===== src/rtl/set_assoc_cache_ctrl.sv =====
// Set-associative cache tag/replacement controller: tag, valid and dirty state per way,
// true-LRU ages per set, write-back eviction reporting, flush, and saturating hit/miss counters.
module set_assoc_cache_ctrl #(
    parameter int ADDR_W   = 24,
    parameter int OFFSET_W = 3,
    parameter int SET_W    = 3,
    parameter int WAYS     = 4,
    parameter int WAY_W    = 2,
    localparam int TAG_W   = ADDR_W - SET_W - OFFSET_W
) (
    input  logic              clk,
    input  logic              rst,
    input  logic              flush,
    input  logic              req_valid,
    output logic              req_ready,
    input  logic              req_write,
    input  logic [ADDR_W-1:0] req_addr,
    output logic              resp_valid,
    input  logic              resp_ready,
    output logic              resp_hit,
    output logic [WAY_W-1:0]  resp_way,
    output logic              resp_evict_valid,
    output logic              resp_evict_dirty,
    output logic [TAG_W-1:0]  resp_evict_tag,
    output logic [31:0]       hit_count,
    output logic [31:0]       miss_count
);

    localparam int SETS = 2 ** SET_W;

    typedef enum logic [1:0] {
        ST_INIT   = 2'd0,
        ST_IDLE   = 2'd1,
        ST_LOOKUP = 2'd2,
        ST_RESP   = 2'd3
    } state_t;

    state_t r_state;
    state_t w_state_next;

    // Per-set, per-way line state
    logic [TAG_W-1:0] r_tag_mem [SETS][WAYS];
    logic [WAYS-1:0]  r_valid   [SETS];
    logic [WAYS-1:0]  r_dirty   [SETS];
    logic [WAY_W-1:0] r_age     [SETS][WAYS];

    logic [SET_W-1:0] r_init_idx;
    logic             r_write;
    logic [SET_W-1:0] r_set;
    logic [TAG_W-1:0] r_tag;

    logic [WAYS-1:0]  w_hit_vec;
    logic [WAYS-1:0]  w_oldest_vec;
    logic [WAYS-1:0]  w_valid_row;
    logic [WAYS-1:0]  w_dirty_row;
    logic             w_hit;
    logic [WAY_W-1:0] w_hit_way;
    logic [WAY_W-1:0] w_inv_way;
    logic [WAY_W-1:0] w_oldest_way;
    logic [WAY_W-1:0] w_victim_way;
    logic [WAY_W-1:0] w_way;
    logic [WAY_W-1:0] w_acc_age;
    logic             w_accept;
    logic             w_unused_offset;

    assign w_unused_offset = ^req_addr[OFFSET_W-1:0];

    assign w_valid_row = r_valid[r_set];
    assign w_dirty_row = r_dirty[r_set];

    genvar gi;
    generate
        for (gi = 0; gi < WAYS; gi++) begin : g_way
            assign w_hit_vec[gi]    = w_valid_row[gi] && (r_tag_mem[r_set][gi] == r_tag);
            assign w_oldest_vec[gi] = (r_age[r_set][gi] == WAY_W'(WAYS - 1));
        end
    endgenerate

    // Lowest-index selection for hit, first invalid way and the LRU way
    always_comb begin
        w_hit_way    = '0;
        w_inv_way    = '0;
        w_oldest_way = '0;
        for (int i = WAYS - 1; i >= 0; i--) begin
            if (w_hit_vec[i])      w_hit_way    = WAY_W'(i);
            if (!w_valid_row[i])   w_inv_way    = WAY_W'(i);
            if (w_oldest_vec[i])   w_oldest_way = WAY_W'(i);
        end
    end

    assign w_hit        = |w_hit_vec;
    assign w_victim_way = (&w_valid_row) ? w_oldest_way : w_inv_way;
    assign w_way        = w_hit ? w_hit_way : w_victim_way;
    assign w_acc_age    = r_age[r_set][w_way];
    assign w_accept     = (r_state == ST_IDLE) && !flush && req_valid;

    always_ff @(posedge clk) begin
        if (rst) r_state <= ST_INIT;
        else     r_state <= w_state_next;
    end

    always_comb begin
        w_state_next = r_state;
        req_ready    = 1'b0;
        resp_valid   = 1'b0;
        case (r_state)
            ST_INIT: begin
                if (r_init_idx == SET_W'(SETS - 1)) w_state_next = ST_IDLE;
            end
            ST_IDLE: begin
                req_ready = !flush;
                if (flush)          w_state_next = ST_INIT;
                else if (req_valid) w_state_next = ST_LOOKUP;
            end
            ST_LOOKUP: begin
                w_state_next = ST_RESP;
            end
            ST_RESP: begin
                resp_valid = 1'b1;
                if (resp_ready) w_state_next = ST_IDLE;
            end
            default: w_state_next = ST_INIT;
        endcase
    end

    // Line arrays: swept by INIT, updated once per access on the LOOKUP->RESP edge
    always_ff @(posedge clk) begin
        if (!rst) begin
            if (r_state == ST_INIT) begin
                r_valid[r_init_idx] <= '0;
                r_dirty[r_init_idx] <= '0;
                for (int j = 0; j < WAYS; j++) r_age[r_init_idx][j] <= WAY_W'(j);
            end else if (r_state == ST_LOOKUP) begin
                if (w_hit) begin
                    r_dirty[r_set][w_way] <= w_dirty_row[w_way] | r_write;
                end else begin
                    r_valid[r_set][w_way]   <= 1'b1;
                    r_dirty[r_set][w_way]   <= r_write;
                    r_tag_mem[r_set][w_way] <= r_tag;
                end
                for (int j = 0; j < WAYS; j++) begin
                    if (WAY_W'(j) == w_way)
                        r_age[r_set][j] <= '0;
                    else if (r_age[r_set][j] < w_acc_age)
                        r_age[r_set][j] <= r_age[r_set][j] + WAY_W'(1);
                end
            end
        end
    end

    always_ff @(posedge clk) begin
        if (rst) begin
            r_init_idx       <= '0;
            r_write          <= 1'b0;
            r_set            <= '0;
            r_tag            <= '0;
            resp_hit         <= 1'b0;
            resp_way         <= '0;
            resp_evict_valid <= 1'b0;
            resp_evict_dirty <= 1'b0;
            resp_evict_tag   <= '0;
            hit_count        <= '0;
            miss_count       <= '0;
        end else begin
            case (r_state)
                ST_INIT: r_init_idx <= r_init_idx + SET_W'(1);
                ST_IDLE: begin
                    r_init_idx <= '0;
                    if (w_accept) begin
                        r_write <= req_write;
                        r_set   <= req_addr[OFFSET_W +: SET_W];
                        r_tag   <= req_addr[ADDR_W-1 -: TAG_W];
                    end
                end
                ST_LOOKUP: begin
                    resp_hit <= w_hit;
                    resp_way <= w_way;
                    if (w_hit) begin
                        resp_evict_valid <= 1'b0;
                        resp_evict_dirty <= 1'b0;
                        resp_evict_tag   <= '0;
                        if (hit_count != '1) hit_count <= hit_count + 32'd1;
                    end else begin
                        resp_evict_valid <= w_valid_row[w_way];
                        resp_evict_dirty <= w_valid_row[w_way] & w_dirty_row[w_way];
                        resp_evict_tag   <= w_valid_row[w_way] ? r_tag_mem[r_set][w_way] : '0;
                        if (miss_count != '1) miss_count <= miss_count + 32'd1;
                    end
                end
                default: ;
            endcase
        end
    end

endmodule


===== config.mk =====
export PLATFORM = sky130hd
export DESIGN_NAME = set_assoc_cache_ctrl
export DESIGN_NICKNAME = d
export VERILOG_FILES = /design/src/rtl/set_assoc_cache_ctrl.sv
export SDC_FILE = /design/constraint.sdc
export NUM_CORES = 1
export LEC_CHECK = 0
export CAP_MARGIN = 20
export CELL_PAD_IN_SITES_DETAIL_PLACEMENT = 1
export CELL_PAD_IN_SITES_GLOBAL_PLACEMENT = 1
export CORE_ASPECT_RATIO = 0.6
export CORE_MARGIN = 1
export CORE_UTILIZATION = 50
export CTS_CLUSTER_DIAMETER = 60
export DETAILED_ROUTE_END_ITERATION = 8
export HOLD_SLACK_MARGIN = 0.02
export PLACE_DENSITY = 0.85
export SETUP_SLACK_MARGIN = 0.05
export SKIP_LAST_GASP = 1
export SLEW_MARGIN = 20
export SYNTH_ARGS = -nofsm -noshare
export SYNTH_HDL_FRONTEND = slang
export SYNTH_SLANG_ARGS = --single-unit

===== constraint.sdc =====
create_clock -name clk -period 13.2 [get_ports clk]
set_clock_uncertainty 0.2 [all_clocks]
set_input_delay 3.96 -clock clk [delete_from_list [all_inputs] [get_ports clk]]
set_output_delay 3.96 -clock clk [all_outputs]
set_load 0.01 [all_outputs]

==> flow_summary.yaml <==
cells_and_area:
  final_common_cell: "edfxtp_1"
  final-seq-area_um2: 23500
  final_cell_mix: "edfxtp_1, nor2_1, nand2_1"
  area_growth_syn_to_layout_pct: 13.81
  multi_input_area_um2: 10620
  n_fill_cell: 6329
  drive_above_1_share: 0.1742
  fin_area_um2: 39470
  final_nets: 2449
  fin_cells: 3381
placement:
  place_congestion: 0.9237
  dp_hpwl_um: 66280
  place_ws_ps: 3768
  placedCellCount: 3241
  io_buffer_count: 115
  postPlaceCellArea_um2: 36970
logic_synthesis:
  async_flop_share: 0
  synthTopCellsByArea: "edfxtp_1, mux4_2, dfxtp_1"
  syn_area_um2: 34680
  synth_seq_cells: 821
  ys_seq_area_frac: 0.6771
  yosys.cell_types.count: 68
  syn_inst: 2275
  yosys_warnings: 0
  synth-edff-count: 704
  ys.flop_type: "edfxtp_1"
  synth_area_leader_cell: "edfxtp_1"
  synth_nets: 2318
  syn_area_per_cell_um2: 15.25
  yosysTopAreaCellShare: 0.6095
job:
  drv_cap: 0
clock_network:
  cts_tree: "yes"
  h-tree-depth: 3
  cts.sinks: 821
  postCtsSetupBuffers: 0
  worstSkewPairLatency_ps: 650
  clk_pin_slew_ps: 70
  clockBufferDepth: 3
  clock-root-buffer: "clkbuf_16"
  ctsHoldBuffers: 0
  cts_resized: 0
  cts-buffers-inserted: 75
floorplanning:
  start_util: 0.5076
  fp.dieW_um: 342.0
  rows: 74
  die_h_um: 206.0
  die_area_um2: 70460
  coreArea_um2: 68330
  io_pins: 119
worst_setup_path:
  setup.worst_path.end_class: "output pin"
  cp.arrival_ps: 5300
  crit_path_start_kind: "primary input"
  cp.required_ps: 9040
  cp_max_fo: 5
  critPathKind: "in -> out"
worst_hold_path:
  hold_path_class: "reg -> reg"
detailed_routing:
  post_drt_via_cell_ratio: 6.401
  wirelength_um: 104400
  drc: 12
  ant_nets: 0
  wl_per_cell_um: 30.86
  drt_iter0_drc: 2743
  drtPass1Iterations: 7
  vias: 21642
power_and_ir_drop:
  p_per_area_nw_per_um2: 145.3
  p_leak_nw: 12.94
  ir_drop_mv: 0.1285
  power.total_mw: 5.736
run_status:
  status: "finished with violations"
  violations: "design-rule violations"
global_route:
  track_usage: 0.2959
  grt_max_degree: 78
  antenna_found_initial: 6
  grt-ovfl-total: 0
  grt_first_pass_wirelength_um: 149900
  grt_pass1_vias: 22360
timing:
  setup_viol: 0
  hold_viol: 0
  tightest_slew_ps: 1164
  finalMaxSlewViolations: 0
  max_clock_freq_ghz: 0.1058
  finalSetupTns_ps: 0
  period_minus_slack_ps: 9456
  maxSlewHeadroom: 0.2172
  finalCritPeriodShare: 0.7164
  final.setup.worst_slack_ps: 3744
  rsz0062_at_grt: "false"
-- through the flow --
step | hold WS (ps) | utilization
global placement | 258.0 | 0.5409
global route | 299.2 | 0.5777
floorplan | 236.6 | -
CTS | 273.0 | 0.5773
finish | 275.6 | 0.5777
detailed placement | 262.9 | 0.5411
-- final cells by class --
class,instances,area share
Clock buffer,99,0.05297
Inverter,28,0.002663
Sequential cell,821,0.5953
Timing Repair Buffer,180,0.04146
Multi-Input combinational cell,1300,0.2690
Clock inverter,40,0.009699
Antenna cell,1,0.00006339
Tap cell,912,0.02891
-- synthesized netlist by cell type (10+ instances only) --
master / number
mux2_2: 35
edfxtp_1: 704
and2_1: 26
nand2b_1: 16
nand2_1: 177
ha_1: 13
mux4_2: 139
buf_1: 12
or3_1: 20
buf_6: 11
xor2_1: 37
xnor2_1: 69
nand3_1: 32
buf_2: 34
nor2b_1: 15
mux2i_1: 134
o21a_1: 16
a22o_1: 12
clkbuf_1: 62
inv_1: 26
dfxtp_1: 117
a21oi_1: 84
nor2_1: 226
nand4_1: 18
o22ai_1: 10
a31o_2: 14
and3_1: 16
o21ai_0: 38
nor3_1: 39
a22oi_1: 30
-- cell families (layout without fill, tap and decap cells) --
| group | count (synthesis) | count (layout) | share of synthesized area |
|---|---|---|---|
| compound gates | 256 | 256 | 0.04809 |
| xor+xnor | 106 | 106 | 0.02677 |
| fa+ha+maj | 15 | 15 | 0.005267 |
| buf+inv | 154 | 347 | 0.02103 |
| flops | 821 | 821 | 0.6771 |
| mux | 308 | 308 | 0.1403 |
| other cells | 0 | 1 | 0 |
| simple gates | 615 | 615 | 0.08149 |
-- path summary, 6_finish.rpt --
kind	from	to	slack [ps]	depth (start not counted)
worst min register to register	resp_way[0]$_SDFFE_PP0N_	resp_way[0]$_SDFFE_PP0N_	280	2
worst max register to register	register	resp_evict_tag[9]$_SDFFE_PP0N_	5110	14
worst max-delay path	flush	req_ready	3740	3
worst min-delay path	resp_way[0]$_SDFFE_PP0N_	resp_way[0]$_SDFFE_PP0N_	280	2
-- sequential cells by signal, summed over array words and instances, names as in the netlist, named ones only --
register and count:
r_write 1, r_dirty 32, miss_count 32, resp_evict_tag 18
resp_way 2, r_valid 32, r_init_idx 3, r_tag_mem 576
r_state 2, r_set 3, resp_evict_dirty 1, r_age 64
hit_count 32, resp_evict_valid 1, r_tag 18, resp_hit 1
-- report_power, final --
group | internal (mW) | total [mW] | switching, mW
Sequential | 2.84 | 2.87 | 0.0291
Clock | 1.24 | 2.24 | 0.996
Combinational | 0.195 | 0.627 | 0.433
Total | 4.28 | 5.74 | 1.46
-- critical path, cell delays in order --
cell	delay, ps
clkdlybuf4s50_1	400
nor2b_1	320
clkdlybuf4s50_1	610
-- routing by layer --
layer  wire length, µm  GRT usage
met5                 0          0
met1             41430     0.4026
met4              3332    0.09774
met2             47920     0.4584
met3             11670    0.08701
(Power assumes the default switching activity.)
